`config.mk`:
```
export PLATFORM = sky130hd
export DESIGN_NAME = mult_unit
export DESIGN_NICKNAME = d
export VERILOG_FILES = /design/src/rtl/mult_unit.sv
export SDC_FILE = /design/constraint.sdc
export NUM_CORES = 1
export LEC_CHECK = 0
export CORE_MARGIN = 2
export CORE_UTILIZATION = 45
export DETAILED_ROUTE_END_ITERATION = 10
export HOLD_SLACK_MARGIN = 0.12
export MAX_ROUTING_LAYER = met4
export PLACE_DENSITY_LB_ADDON = 0.05
export SLEW_MARGIN = 5
export SYNTH_ARGS = -nofsm -noshare
export SYNTH_HDL_FRONTEND = slang
export SYNTH_SLANG_ARGS = --single-unit
```
`constraint.sdc`:
```
create_clock -name clk -period 7.6 [get_ports clk]
set_input_delay 1.52 -clock clk [delete_from_list [all_inputs] [get_ports clk]]
set_output_delay 1.52 -clock clk [all_outputs]
set_load 0.02 [all_outputs]
```
`src/rtl/mult_unit.sv`:
```
// Radix-2 shift-add MULT/MULTU unit with architectural HI/LO registers and MTHI/MTLO write port.
// Latency: WIDTH+1 active cycles from start (MULT_EARLY_EXIT_EN: highest set bit of |B| + 2); no backpressure, start ignored while busy.
module mult_unit #(
    parameter int WIDTH = 32
) (
    input  logic             clk,
    input  logic             reset_n,
    input  logic             start_multD,
    input  logic             signedD,
    input  logic [WIDTH-1:0] srcAD,
    input  logic [WIDTH-1:0] srcBD,
    input  logic             hi_weW,
    input  logic             lo_weW,
    input  logic [WIDTH-1:0] wdataW,
    output logic [WIDTH-1:0] hi,
    output logic [WIDTH-1:0] lo,
    output logic             mult_active,
    output logic             mult_done
);
    localparam int CNT_W = (WIDTH > 1) ? $clog2(WIDTH) : 1;

    typedef enum logic [1:0] {IDLE, BUSY, FINISH} state_t;

    state_t               state_q, state_d;
    logic [2*WIDTH-1:0]   acc_q, acc_d;
    logic [WIDTH-1:0]     mcand_q, mcand_d;
    logic [WIDTH-1:0]     mplier_q, mplier_d;
    logic [CNT_W-1:0]     cnt_q, cnt_d;
    logic                 neg_q, neg_d;
    logic [WIDTH-1:0]     hi_q, hi_d;
    logic [WIDTH-1:0]     lo_q, lo_d;

    logic [WIDTH-1:0]     a_mag, b_mag, mplier_shift;
    logic [2*WIDTH-1:0]   addend, result;
    logic                 last_step;

    always_comb begin
        a_mag        = (signedD && srcAD[WIDTH-1]) ? -srcAD : srcAD;
        b_mag        = (signedD && srcBD[WIDTH-1]) ? -srcBD : srcBD;
        mplier_shift = mplier_q >> 1;
        addend       = {{WIDTH{1'b0}}, mcand_q} << cnt_q;
        result       = neg_q ? -acc_q : acc_q;
`ifdef MULT_EARLY_EXIT_EN
        last_step    = (mplier_shift == '0);
`else
        last_step    = (cnt_q == CNT_W'(WIDTH-1));
`endif
    end

    always_comb begin
        state_d  = state_q;
        acc_d    = acc_q;
        mcand_d  = mcand_q;
        mplier_d = mplier_q;
        cnt_d    = cnt_q;
        neg_d    = neg_q;
        hi_d     = hi_q;
        lo_d     = lo_q;
        if (hi_weW) hi_d = wdataW;
        if (lo_weW) lo_d = wdataW;
        case (state_q)
            IDLE: begin
                if (start_multD) begin
                    mcand_d  = a_mag;
                    mplier_d = b_mag;
                    neg_d    = signedD & (srcAD[WIDTH-1] ^ srcBD[WIDTH-1]);
                    acc_d    = '0;
                    cnt_d    = '0;
                    state_d  = BUSY;
                end
            end
            BUSY: begin
                if (mplier_q[0]) acc_d = acc_q + addend;
                mplier_d = mplier_shift;
                cnt_d    = cnt_q + CNT_W'(1);
                if (last_step) state_d = FINISH;
            end
            FINISH: begin
                // Multiply result is younger than any draining MTHI/MTLO, so it wins.
                {hi_d, lo_d} = result;
                state_d      = IDLE;
            end
            default: state_d = IDLE;
        endcase
    end

    always_ff @(posedge clk) begin
        if (!reset_n) begin
            state_q  <= IDLE;
            acc_q    <= '0;
            mcand_q  <= '0;
            mplier_q <= '0;
            cnt_q    <= '0;
            neg_q    <= 1'b0;
            hi_q     <= '0;
            lo_q     <= '0;
        end else begin
            state_q  <= state_d;
            acc_q    <= acc_d;
            mcand_q  <= mcand_d;
            mplier_q <= mplier_d;
            cnt_q    <= cnt_d;
            neg_q    <= neg_d;
            hi_q     <= hi_d;
            lo_q     <= lo_d;
        end
    end

    assign hi          = hi_q;
    assign lo          = lo_q;
    assign mult_active = (state_q != IDLE);
    assign mult_done   = (state_q == FINISH);
endmodule

```
==> reports/metrics.yaml, run 1 <==
hpwl_um: 39800
wire_per_inst_um: 20.2
cp.arrival_ns: 5.97
p_comb_share_pct: 22.9
crit_type: "flop to flop"
antennaDiodeCount: 0
cpPeakStageDelay_ns: 1.06
finalPower_w: 0.00270
die_h_um: 193
fin_nets: 2214
synth_cell_types: 84
wl_um: 50900
drive_above_1_share_pct: 6.96
drv_slew: 0
switchingPower_w: 0.000846
syn_inst: 1980
synthArstFlopShare_pct: 0
cp_cell_sequence: "mux4_2 -> mux2i_1 -> nor2_1 -> a31oi_1 -> nor2_1 -> ha_1 -> a21oi_1 -> o21ai_0 -> a221oi_1 -> nand3_1 -> a41oi_1 -> o21ai_0 -> a31oi_1 -> o22ai_1 -> xor2_1 -> and3_1"
place_area_sq_um: 17900
synth_fp_nets: 2151
post-route-drc-count: 0
post_synth.cell_area_avg_sq_um: 8.14
status: "finished clean"
grt_pass1_wl_um: 79400
grt_max_degree: 111
synth_seq_cells: 200
setup_viol: 0
cts_inserted_buffers: 17
postCtsSetupBuffers: 0
min_period_ns: 5.61
start_util_pct: 45.5
place.gp.congestion: 0.987
clockBufferDepth: 2
vdd_drop_max_v: 0.000178
n_fill_cell: 3473
dr.pass1.iters: 5
synthToLayoutAreaGrowth_pct: 14.7
regArea_sq_um: 4010
fmax_mhz: 178
p_seq_share_pct: 42.6
slowest_stage: "dfxtp_2"
worst_pin_slew_ns: 1.10
clkPwrFrac_pct: 34.5
multi_input_area_sq_um: 11400
cp_data_required_time_ns: 7.96
setup_tns_ns: 0
synth-edff-count: 0
p_leak_nw: 8.05
grt_pass1_vias: 14000
rows: 69
dr.first_iter.drc_count: 1048
antenna_found_initial: 0
max_slew_margin_pct: 26.9
die_w_um: 193
grt_overflow: 0
path_max_fanout: 44
postCtsHoldBufs: 0
h-tree-depth: 4
ys.flop_type: "dfxtp_1"
start_kind: "flop"
p_int_w: 0.00185
die_area_sq_um: 37300
coreArea_sq_um: 35400
portBuffers: 167
clk_pin_slew_worst_paths_ns: 0.07
antenna_left: 0
root_buffer: "clkbuf_16"
synthesis.area_sq_um: 16100
grt_setup_unrepaired: "false"
cts_tree: "yes"
endpoint_kind: "flop"
swShare_pct: 31.3
stdcell_area_sq_um: 18500
synth_warnings: 0
yosysSeqAreaShare_pct: 24.8
clock_latency_ns: 0.46
power_density_nw_per_um2: 146
cap_violations: 0
cts-resized-gates: 0
routed-via-count: 14900
period_share_pct: 73.8
clock_skew_ns: 0.0141
cts.sinks: 200
io_pins: 168
drt-vias-per-instance: 5.94
hp-class: "flop to flop"
grt.total_usage_pct: 27.5
hold_viol: 0
sequential cells by signal, summed over array words and instances, names as in the netlist:
name / flops
lo: 32
neg_q: 1
hi: 32
mplier_q: 32
acc_q: 64
mcand_q: 32
state_q: 2
cnt_q: 5
logic make-up after synthesis:
family / count (synthesis) / synth area share (%)
xor gates and xnor gates: 174 / 9.46
buffers and inverters: 171 / 4.38
DFF: 200 / 24.8
AOI/OAI and AO/OA: 604 / 25.9
muxes: 153 / 11.4
and+or+nand+nor: 609 / 18.7
adders and majority gates: 69 / 5.40
worst paths after layout:
path / end / cells past startpoint / slack [ns] / start
worst max-delay path: acc_q[63] / 16 / 1.99 / cnt_q[0]
worst min-delay path: mplier_q[0] / 2 / 0.49 / mplier_q[0]
worst min register to register: mplier_q[0] / 2 / 0.49 / mplier_q[0]
worst max register to register: acc_q[63] / 16 / 1.99 / cnt_q[0]
area by class of cell:
cell class / count / area share [%]
flip-flops and latches: 200 / 21.7
multi-input cells: 1609 / 61.8
well taps: 461 / 3.12
clock buffers: 19 / 2.40
inverters: 33 / 0.670
repair buffers: 182 / 9.59
clock inverters: 13 / 0.738
synth_stat cells (all sizes together), types with 17 or more instances:
| cell type | number | area share (%) |
|---|---|---|
| o21ai | 151 | 4.7 |
| xnor2 | 116 | 6.3 |
| nor4 | 17 | 0.83 |
| o22ai | 22 | 0.85 |
| o31ai | 29 | 1.5 |
| nor2b | 42 | 1.6 |
| nand2 | 237 | 5.5 |
| mux4 | 21 | 2.9 |
| inv | 33 | 0.77 |
| ha | 68 | 5.3 |
| a31oi | 21 | 0.82 |
| mux2i | 104 | 6.5 |
| nor3 | 24 | 0.78 |
| nand4 | 19 | 0.74 |
| or3 | 19 | 0.80 |
| a21oi | 116 | 3.6 |
| nand3 | 30 | 0.96 |
| buf | 30 | 1.0 |
| nor2 | 107 | 2.5 |
| mux2 | 28 | 2.0 |
| clkbuf | 108 | 2.6 |
| and2 | 47 | 1.8 |
| o41ai | 19 | 1.2 |
| a22oi | 58 | 2.7 |
| dfxtp | 200 | 25 |
| xor2 | 58 | 3.2 |
| a21o | 42 | 2.0 |
| o211a | 78 | 4.8 |
power groups by stage:
stage | sequential (W) | clock, W | combinational, W
2_1_floorplan | 0.00118 | 0 | 0.000390
3_3_place_gp | 0.00117 | 0 | 0.000614
3_5_place_dp | 0.00117 | 0 | 0.000617
4_1_cts | 0.00115 | 0.000953 | 0.000619
5_1_grt | 0.00116 | 0.000995 | 0.000672
6_report | 0.00115 | 0.000932 | 0.000618
cells in the final DEF (no fill, tap or decap), types with 17 or more instances in the layout:
| master | Yosys | final |
|---|---|---|
| nand2_1 | 237 | 237 |
| clkbuf_16 | 0 | 17 |
| a21o_1 | 42 | 42 |
| inv_1 | 33 | 33 |
| nand4_1 | 19 | 19 |
| xnor2_1 | 116 | 116 |
| o21ai_0 | 146 | 146 |
| ha_1 | 68 | 68 |
| a31oi_1 | 21 | 21 |
| mux4_2 | 21 | 21 |
| nor2b_1 | 42 | 41 |
| nor3_1 | 23 | 23 |
| mux2i_1 | 104 | 104 |
| o31ai_1 | 25 | 25 |
| mux2_2 | 28 | 28 |
| xor2_1 | 58 | 58 |
| a22oi_1 | 58 | 58 |
| or3_1 | 17 | 17 |
| and2_1 | 47 | 46 |
| o211a_1 | 78 | 78 |
| clkdlybuf4s50_1 | 0 | 164 |
| dfxtp_1 | 200 | 196 |
| a21oi_1 | 114 | 114 |
| nor2_1 | 107 | 105 |
| nand3_1 | 29 | 29 |
| o22ai_1 | 22 | 22 |
per-layer routing:
| metal | wire [um] | share of wire, % | vias to the layer above | GRT usage, % |
|---|---|---|---|---|
| met5 | 0 | 0 | - | - |
| met4 | 1790 | 3.5 | 0 | 10.8 |
| met3 | 2590 | 5.1 | 75 | 3.85 |
| met2 | 22400 | 44 | 469 | 41.3 |
| met1 | 24100 | 47 | 6990 | 37.2 |
| li1 | - | - | 7407 | - |
through the flow:
stage / hold WS [ns] / util, % / cells / worst slack (ns)
floorplan: 0.455 / - / 1980 / 2.83
finish: 0.494 / 52.2 / 2517 / 1.99
global placement: 0.474 / 50.6 / 2485 / 2.07
CTS: 0.505 / 52.2 / 2517 / 2.00
global route: 0.534 / 52.2 / 2517 / 1.53
detailed placement: 0.494 / 50.6 / 2485 / 2.01
worst max-delay path, delay by kind of cell (launching register included):
| kind | cells | cell delay, ns |
|---|---|---|
| and+or+nand+nor | 4 | 0.63 |
| muxes | 2 | 0.83 |
| AOI/OAI and AO/OA | 8 | 2.39 |
| DFF | 1 | 1.06 |
| adders and majority gates | 1 | 0.41 |
| xor gates and xnor gates | 1 | 0.16 |
Power figures use the tool's default switching activity.
==> run 2, diff against run 1 <==
- clock period: 7.6 -> 5.76 ns (I/O delays scaled with it)
==> run 2 against run 1 <==
Against the previous run: power rose by 31%; routed wire length rose by 0.31%; sequential share of layout area barely moved; combinational power rose by 32%; register-to-register slack got worse by 1.5 ns; count of clock-buffer cells in the layout fell by 2; core utilization rose by 0.12 points; critical path depth did not move; via count fell by 0.33%; global-route usage rose by 0.34 points; cell area rose by 0.23%; non-clock buffer count rose by 7; largest power group unchanged; highest routed layer unchanged.
==> reports/metrics.yaml, run 2 (same netlist as run 1, synthesis figures left out) <==
status: "finished clean"
fmax_mhz: 189
synthToLayoutAreaGrowth_pct: 15.0
drive_above_1_share_pct: 7.32
min_period_ns: 5.30
timing.rr.end: "acc_q[63]"
cts-resized-gates: 0
max_slew_margin_pct: 29.1
clk_pin_slew_worst_paths_ns: 0.08
layout.cells.non_filler: 2524
clock_latency_ns: 0.47
finalPower_w: 0.00354
drv_slew: 0
hp-class: "flop to flop"
grt_pass1_vias: 14100
grt_pass1_wl_um: 80600
start_util_pct: 45.5
period_share_pct: 92.0
path_max_fanout: 36
post-place-cells: 2492
postCtsSetupBuffers: 0
h-tree-depth: 4
portBuffers: 167
wl_um: 51100
endpoint: "acc_q[63]"
dr.pass1.iters: 5
clockBufferDepth: 2
largest_reg_flops: 64
vdd_drop_max_v: 0.000220
io_pins: 168
grt.total_usage_pct: 27.8
worst_pin_slew_ns: 1.06
p_leak_nw: 8.07
cp.arrival_ns: 5.66
hold_viol: 0
fin_nets: 2221
crit_type: "flop to flop"
start_kind: "flop"
reg2reg_slack_ns: 0.46
grt_setup_unrepaired: "false"
largest-register: "acc_q"
cts_tree: "yes"
grt_max_degree: 111
wire_per_inst_um: 20.2
mostFrequentLayoutCell: "nand2_1"
setup_viol: 0
ff2ff_path_depth: 16
stdcell_area_sq_um: 18500
antennaDiodeCount: 0
cap_violations: 0
rows: 69
setup_tns_ns: 0
die_h_um: 193
place.gp.congestion: 0.973
hpwl_um: 40000
die_area_sq_um: 37300
r2r_start: "cnt_q[0]"
place_area_sq_um: 18000
crit_start: "cnt_q[0]"
routed-via-count: 14900
drt-vias-per-instance: 5.90
postCtsHoldBufs: 0
power_density_nw_per_um2: 191
min_path_cells: 2
dr.first_iter.drc_count: 967
clock_skew_ns: 0.0109
antenna_found_initial: 0
antenna_left: 0
die_w_um: 193
root_buffer: "clkbuf_16"
endpoint_kind: "flop"
mostFrequentLayoutCells: "nand2_1 (237), dfxtp_1 (196), clkdlybuf4s50_1 (164)"
post-route-drc-count: 0
coreArea_sq_um: 35400
cts_inserted_buffers: 17
cp_data_required_time_ns: 6.12
grt_overflow: 0
cts.sinks: 200
run 2: metrics by stage:
| stage | util, % | hold slack [ns] | setup slack (ns) |
|---|---|---|---|
| 2_1_floorplan | - | 0.455 | 0.988 |
| 3_3_place_gp | 50.7 | 0.450 | 0.602 |
| 3_5_place_dp | 50.7 | 0.456 | 0.531 |
| 4_1_cts | 52.3 | 0.467 | 0.499 |
| 5_1_grt | 52.3 | 0.506 | 0.128 |
| 6_report | 52.3 | 0.463 | 0.459 |
run 2: per-layer routing:
layer  vias up  global-route usage, %  routed length (um)
met4         0                   8.09                1040
li1       7408                      -                   -
met5         -                      -                   0
met2       422                   43.8               23600
met1      7016                   37.2               23800
met3        46                   3.89                2620
run 2: how the worst min path moves through the flow:
stage	start	end
CTS	neg_q	neg_q
global route	neg_q	neg_q
global placement	neg_q	neg_q
floorplan	mplier_q[31]	mplier_q[31]
finish	neg_q	neg_q
detailed placement	neg_q	neg_q
run 2: area by class of cell:
cell class                      instances  area [sq um]
Timing Repair Buffer                  189          1820
Tap cell                              461           577
Clock buffer                           17           425
Fill cell                            3409         16900
Inverter                               33           124
Clock inverter                         15           144
Multi-Input combinational cell       1609         11400
Sequential cell                       200          4010
run 2: worst max-delay path, cell delays in order (launching register included):
cell and delay (ns):
dfxtp_2 0.94, mux4_2 0.62, mux2i_1 0.33, mux2_2 0.26
o22ai_1 0.11, ha_1 0.42, a21oi_1 0.26, o21bai_1 0.11
a221oi_1 0.36, nand3_1 0.24, a41oi_1 0.27, buf_4 0.16
o21ai_0 0.23, a31oi_1 0.38, o22ai_1 0.16, xor2_1 0.16
and3_1 0.18
run 2: power breakdown:
part	internal [W]	leakage (nW)	total (W)	switching, W
registers	0.00145	1.64	0.00152	0.0000656
logic	0.000372	6.16	0.000817	0.000445
clock network	0.000606	0.278	0.00121	0.000603
total	0.00243	8.07	0.00354	0.00111
